===== src/rtl/cpu_pkg.sv =====
// Shared types and encodings for the CR16-subset sequencer.
package cpu_pkg;

    typedef enum logic [2:0] {
        ST_FETCH  = 3'd0,
        ST_DECODE = 3'd1,
        ST_EXEC   = 3'd2,
        ST_MEM    = 3'd3,
        ST_WB     = 3'd4,
        ST_HALT   = 3'd5
    } state_e;

    typedef enum logic [2:0] {
        CLS_ALU_R,
        CLS_ALU_I,
        CLS_LOAD,
        CLS_STOR,
        CLS_JUC,
        CLS_HALT,
        CLS_NOP
    } iclass_e;

    localparam logic [3:0]  OP_RTYPE  = 4'h0;
    localparam logic [3:0]  OP_MEMJ   = 4'h4;
    localparam logic [3:0]  EXT_LOAD  = 4'h0;
    localparam logic [3:0]  EXT_STOR  = 4'h4;
    localparam logic [3:0]  EXT_JCOND = 4'hC;
    localparam logic [3:0]  COND_UC   = 4'hE;
    localparam logic [15:0] HALT_WORD = 16'hFFFF;

    // Immediate ALU opcodes: everything except R-type, the memory/jump group and 4'hF.
    function automatic logic is_imm_op(input logic [3:0] op);
        return (op != OP_RTYPE) && (op != OP_MEMJ) && (op != 4'hF);
    endfunction

endpackage


===== src/rtl/inst_decode.sv =====
// Combinational instruction decode: class, ALU opcode and register/immediate fields.
module inst_decode
    import cpu_pkg::*;
(
    input  logic [15:0] ir_i,
    output iclass_e     iclass_o,
    output logic [7:0]  opcode_o,
    output logic        r_i_o,
    output logic [3:0]  rdest_o,
    output logic [3:0]  rsrc_o,
    output logic [7:0]  imm_o
);

    logic [3:0] op;
    logic [3:0] ext;

    assign op      = ir_i[15:12];
    assign ext     = ir_i[7:4];
    assign rdest_o = ir_i[11:8];
    assign rsrc_o  = ir_i[3:0];
    assign imm_o   = ir_i[7:0];

    // Classify the instruction; HALT_WORD is checked first since its op (4'hF) is otherwise a NOP.
    always_comb begin
        iclass_o = CLS_NOP;
        opcode_o = {op, ext};
        r_i_o    = 1'b0;
        if (ir_i == HALT_WORD) begin
            iclass_o = CLS_HALT;
        end else if (op == OP_RTYPE) begin
            iclass_o = CLS_ALU_R;
        end else if (is_imm_op(op)) begin
            iclass_o = CLS_ALU_I;
            opcode_o = {op, 4'h0};
            r_i_o    = 1'b1;
        end else if (op == OP_MEMJ) begin
            case (ext)
                EXT_LOAD:  iclass_o = CLS_LOAD;
                EXT_STOR:  iclass_o = CLS_STOR;
                EXT_JCOND: if (ir_i[11:8] == COND_UC) iclass_o = CLS_JUC;
                default:   iclass_o = CLS_NOP;
            endcase
        end
    end

endmodule


===== src/rtl/cpu_sequencer.sv =====
// Multi-cycle fetch/decode/execute sequencer: owns the IR and the BRAM wait counter.
//
// state  | meaning
// FETCH  | BRAM read of PC; waits MEM_LAT cycles (held by stall), latches IR on exit
// DECODE | one cycle, pick path from instruction class
// EXEC   | ALU write-back / NOP / JUC PC load
// MEM    | MEM_LAT cycles of port-B access; STOR writes in first cycle
// WB     | LOAD write-back from port-B data
// HALT   | parked until rst
module cpu_sequencer
    import cpu_pkg::*;
#(
    parameter int MEM_LAT = 1
) (
    input  logic        clk,
    input  logic        rst,
    input  logic [15:0] mem_dout,
    input  logic        stall,
    output logic        PCe,
    output logic        pc_ld,
    output logic        Ren,
    output logic [3:0]  Rdest,
    output logic [3:0]  Rsrc,
    output logic        R_I,
    output logic [7:0]  Opcode,
    output logic [7:0]  Imm,
    output logic        wb_sel,
    output logic        mem_we_b,
    output logic        halted,
    output logic [2:0]  state
);

    localparam logic [1:0] CNT_LAST = 2'(MEM_LAT - 1);

    state_e      state_q, state_d;
    logic [15:0] ir_q, ir_d;
    logic [1:0]  cnt_q, cnt_d;
    iclass_e     iclass;
    logic        cnt_done;

    inst_decode u_dec (
        .ir_i     (ir_q),
        .iclass_o (iclass),
        .opcode_o (Opcode),
        .r_i_o    (R_I),
        .rdest_o  (Rdest),
        .rsrc_o   (Rsrc),
        .imm_o    (Imm)
    );

    assign state    = state_q;
    assign cnt_done = (cnt_q == CNT_LAST);

    // State, IR and wait-counter registers; rst overrides any pending transition.
    always_ff @(posedge clk) begin
        if (rst) begin
            state_q <= ST_FETCH;
            ir_q    <= 16'h0000;
            cnt_q   <= 2'd0;
        end else begin
            state_q <= state_d;
            ir_q    <= ir_d;
            cnt_q   <= cnt_d;
        end
    end

    // Next-state and control pulses; the counter is shared by FETCH and MEM and cleared on exit.
    always_comb begin
        state_d  = state_q;
        ir_d     = ir_q;
        cnt_d    = cnt_q;
        PCe      = 1'b0;
        pc_ld    = 1'b0;
        Ren      = 1'b0;
        wb_sel   = 1'b0;
        mem_we_b = 1'b0;
        halted   = 1'b0;
        case (state_q)
            ST_FETCH: begin
                if (!stall) begin
                    if (cnt_done) begin
                        ir_d    = mem_dout;
                        cnt_d   = 2'd0;
                        state_d = ST_DECODE;
                    end else begin
                        cnt_d = cnt_q + 2'd1;
                    end
                end
            end
            ST_DECODE: begin
                case (iclass)
                    CLS_LOAD, CLS_STOR: state_d = ST_MEM;
                    CLS_HALT:           state_d = ST_HALT;
                    default:            state_d = ST_EXEC;
                endcase
            end
            ST_EXEC: begin
                case (iclass)
                    CLS_ALU_R, CLS_ALU_I: begin
                        Ren = 1'b1;
                        PCe = 1'b1;
                    end
                    CLS_JUC: pc_ld = 1'b1;
                    default: PCe   = 1'b1;
                endcase
                state_d = ST_FETCH;
            end
            ST_MEM: begin
                wb_sel = 1'b1;
                if (iclass == CLS_STOR && cnt_q == 2'd0) mem_we_b = 1'b1;
                if (cnt_done) begin
                    cnt_d = 2'd0;
                    if (iclass == CLS_STOR) begin
                        PCe     = 1'b1;
                        state_d = ST_FETCH;
                    end else begin
                        state_d = ST_WB;
                    end
                end else begin
                    cnt_d = cnt_q + 2'd1;
                end
            end
            ST_WB: begin
                Ren     = 1'b1;
                wb_sel  = 1'b1;
                PCe     = 1'b1;
                state_d = ST_FETCH;
            end
            ST_HALT: halted = 1'b1;
            default: state_d = ST_FETCH;
        endcase
    end

endmodule


===== config.mk =====
export PLATFORM = sky130hd
export DESIGN_NAME = cpu_sequencer
export DESIGN_NICKNAME = d
export VERILOG_FILES = /design/src/rtl/cpu_pkg.sv /design/src/rtl/inst_decode.sv /design/src/rtl/cpu_sequencer.sv
export SDC_FILE = /design/constraint.sdc
export NUM_CORES = 1
export LEC_CHECK = 0
export ABC_AREA = 1
export CAP_MARGIN = 20
export CORE_AREA = 4 4 72 74
export CTS_CLUSTER_SIZE = 16
export DETAILED_ROUTE_END_ITERATION = 8
export DIE_AREA = 0 0 76 78
export GPL_ROUTABILITY_DRIVEN = 0
export HOLD_SLACK_MARGIN = 0.08
export MAX_ROUTING_LAYER = met4
export PLACE_DENSITY = 0.67
export SYNTH_ARGS = -nofsm -noshare
export SYNTH_HDL_FRONTEND = slang
export SYNTH_HIERARCHICAL = 1
export SYNTH_SLANG_ARGS = --single-unit

===== constraint.sdc =====
create_clock -name clk -period 4.08 [get_ports clk]
set_input_delay 1.224 -clock clk [delete_from_list [all_inputs] [get_ports clk]]
set_output_delay 1.224 -clock clk [all_outputs]
set_load 0.02 [all_outputs]

==> flow_metrics.py <==
metrics = {
    "outcome": {
        "status": "completed",
    },
    "worst_setup_path": {
        "required_ns": 2.86,
        "cp_top_family": "simple AND/OR/NAND/NOR gates",
        "crit_slowest_cell": "clkdlybuf4s50_1",
        "r2r_slack_ns": 2.46,
        "arrival_ns": 2.28,
        "critical_path_buf_inv_count": 2,
        "crit_path_start_kind": "flip-flop",
        "cpPeakStageDelay_ns": 0.60,
        "path_class": "flip-flop to output pin",
        "endpoint_kind": "output pin",
        "path_cells": "inv_1 > nor2_1 > nand2_1 > nand2_1 > o21ai_1 > nor2_1 > nand3_1 > nand3b_1 > nand3_1 > clkdlybuf4s50_1",
        "cp_max_fo": 5,
    },
    "logic_synthesis": {
        "yosys.area_share.simple_pct": 33.8,
        "ys_seq_elements": 21,
        "ys_seq_area_share_pct": 31.8,
        "synth_fp_nets": 224,
        "synth.area.top_cells": "dfxtp_1, nor2_1, buf_4",
        "synth_xor_area_share_pct": 0,
        "synth-compound-area-share_pct": 10.7,
        "syn_avg_cell_area_um2": 6.51,
        "synthAdderAreaFrac_pct": 1.89,
        "yosysTopAreaCell": "dfxtp_1",
        "muxShareOfSynthArea_pct": 0,
        "ys_types": 24,
        "synth_top_area_share_pct": 31.8,
        "synth_cells": 203,
        "yosysWarningCount": 6,
        "synth.cell_area_um2": 1320,
        "synth_top_family_by_area": "simple AND/OR/NAND/NOR gates",
    },
    "route": {
        "drtIter0Drc": 52,
        "dr.pass1.iters": 4,
        "drc_errors": 0,
        "drtAntennaViolNets": 0,
        "vias_per_cell": 4.28,
        "wl_um": 3150,
        "via_count": 1241,
        "wl_per_cell_um": 10.9,
    },
    "power": {
        "p_leak_uw": 0.000724,
        "p_per_area_nw_per_um2": 726,
        "power_uw": 1290,
        "ir_drop_uv": 194,
    },
    "layout": {
        "layout-drive-gt1-share_pct": 7.20,
        "fin_nets": 258,
        "antenna_cells": 0,
        "final_cell_count_no_fill": 290,
        "fillCellCount": 481,
        "fin_area_um2": 1770,
        "syn2layout_area_growth_pct": 34.2,
    },
    "clock_tree": {
        "clockRootBuffer": "clkbuf_8",
        "post_cts_resized": 0,
        "htreeDepth": 1,
        "clkSinkCount": 21,
        "cts.reportedPaths.clkPinSlew_ns": 0.09,
        "clock_path_buffers": 2,
        "cts_buffers": 3,
        "holdBufCountCts": 0,
        "clkLatencyLatePin_ns": 0.27,
        "cts_tree": "built",
        "post-cts-setup-buffers": 0,
    },
    "floorplanning": {
        "start_util_pct": 28.7,
        "die_x_um": 76,
        "die_area_um2": 5930,
        "row_count": 25,
        "ios": 53,
        "coreArea_um2": 4600,
        "die-height_um": 78,
    },
    "sta": {
        "fin_crit_ns": 3.50,
        "fin_skew_ns": 0.0135,
        "slew_headroom_pct": 68.8,
        "setup_viol": 0,
        "fmax_ghz": 0.285,
        "worst_slew_pin_slew_ns": 0.467,
        "layout_setup_ws_ns": 0.576,
        "fin_crit_sh_pct": 85.9,
        "finalSetupTns_ns": 0,
        "rsz0062_at_grt": "no",
        "drv_slew": 0,
        "hold_violations": 0,
    },
    "global_route": {
        "gr-usage-all-layers_pct": 10.9,
        "grt_overflow": 0,
        "grt_pass1_vias": 1171,
        "grt_start_max_net_pins": 19,
        "grt_pass1_wl_um": 5160,
        "antenna_found_initial": 0,
    },
    "placed_design": {
        "hpwlAfterDp_um": 2490,
        "place_ws_ns": 0.877,
        "dp_cells": 286,
        "portBuffers": 52,
        "place_area_um2": 1720,
    },
    "run": {
        "cap_violations": 0,
    },
    "worst_hold_path": {
        "worstHoldPathType": "flip-flop to flip-flop",
    },
}
worst min-delay path: cells and delay by family, from the launching register on:
family	cells	cell delay (ns)
DFF	1	0.34
and+or+nand+nor	2	0.15
registers in the layout, summed over array words and instances, names as in the netlist:
signal	cells
state	3
ir_q	16
cnt_q	2
power breakdown:
| part | switching (µW) | internal [µW] | total [µW] | leakage, µW |
|---|---|---|---|---|
| sequential | 82.8 | 282 | 365 | 0.000173 |
| clock | 72.0 | 69.1 | 141 | 0.0000217 |
| combinational | 451 | 330 | 781 | 0.000529 |
layer usage:
metal  global-route usage (%)  part of all wire, %  up-vias
met5                        -                    0        -
met4                     4.98                  1.7        0
met3                     2.78                  6.0        4
met2                     18.2                   49       27
met1                     12.1                   44      541
li1                         -                    -      669
path summary, 6_finish.rpt:
| check | startpoint | end | cells past startpoint |
|---|---|---|---|
| setup / recovery | ir_q[14] | PCe | 10 |
| hold reg to reg | ir_q[2] | ir_q[2] | 2 |
| hold / removal | ir_q[2] | ir_q[2] | 2 |
| setup reg to reg | ir_q[14] | state[0] | 13 |
final cells by class:
type / instances / area, µm² / area share (%)
multi-input cells: 133 / 613 / 34.6
repair buffers: 52 / 520 / 29.4
flip-flops and latches: 21 / 420 / 23.7
inverters: 26 / 103 / 5.79
well taps: 54 / 67.6 / 3.81
clock buffers: 3 / 41.3 / 2.33
clock inverters: 1 / 7.51 / 0.423
kinds of logic after synthesis:
logic type	Yosys count
buffers and inverters	49
adders and majority gates	2
AOI/OAI and AO/OA	27
DFF	21
and+or+nand+nor	104
synthesized netlist by cell type:
master and count:
nor2_1 57, nand3b_1 1, o21ai_1 4, clkbuf_1 1, dfxtp_1 21, buf_4 20, buf_12 1, inv_2 4
nand3_1 6, nand2_1 29, nor2_4 2, a21oi_1 4, o21ai_2 1, nor3_1 2, nand4_1 2, inv_1 21
o21ai_0 17, ha_1 2, nand2_4 2, nor2_2 1, inv_6 1, nand2_2 2, o31ai_1 1, buf_6 1
through the flow:
step,hold slack [ns],utilization [%]
after CTS,0.526,38.6
final,0.520,38.6
after floorplan,0.474,-
after global placement,0.498,37.5
after detailed placement,0.511,37.5
after global routing,0.553,38.6
placed cells by master (no fill, tap or decap), drive strengths merged:
cell type / count
nor2: 60
clkdlybuf4s50: 52
nand2: 33
inv: 26
o21ai: 22
dfxtp: 21
nand3: 6
a21oi: 4
clkbuf: 3
nand4: 2
nor3: 2
ha: 2
nand3b: 1
o31ai: 1
clkinvlp: 1
(Power assumes the default switching activity.)
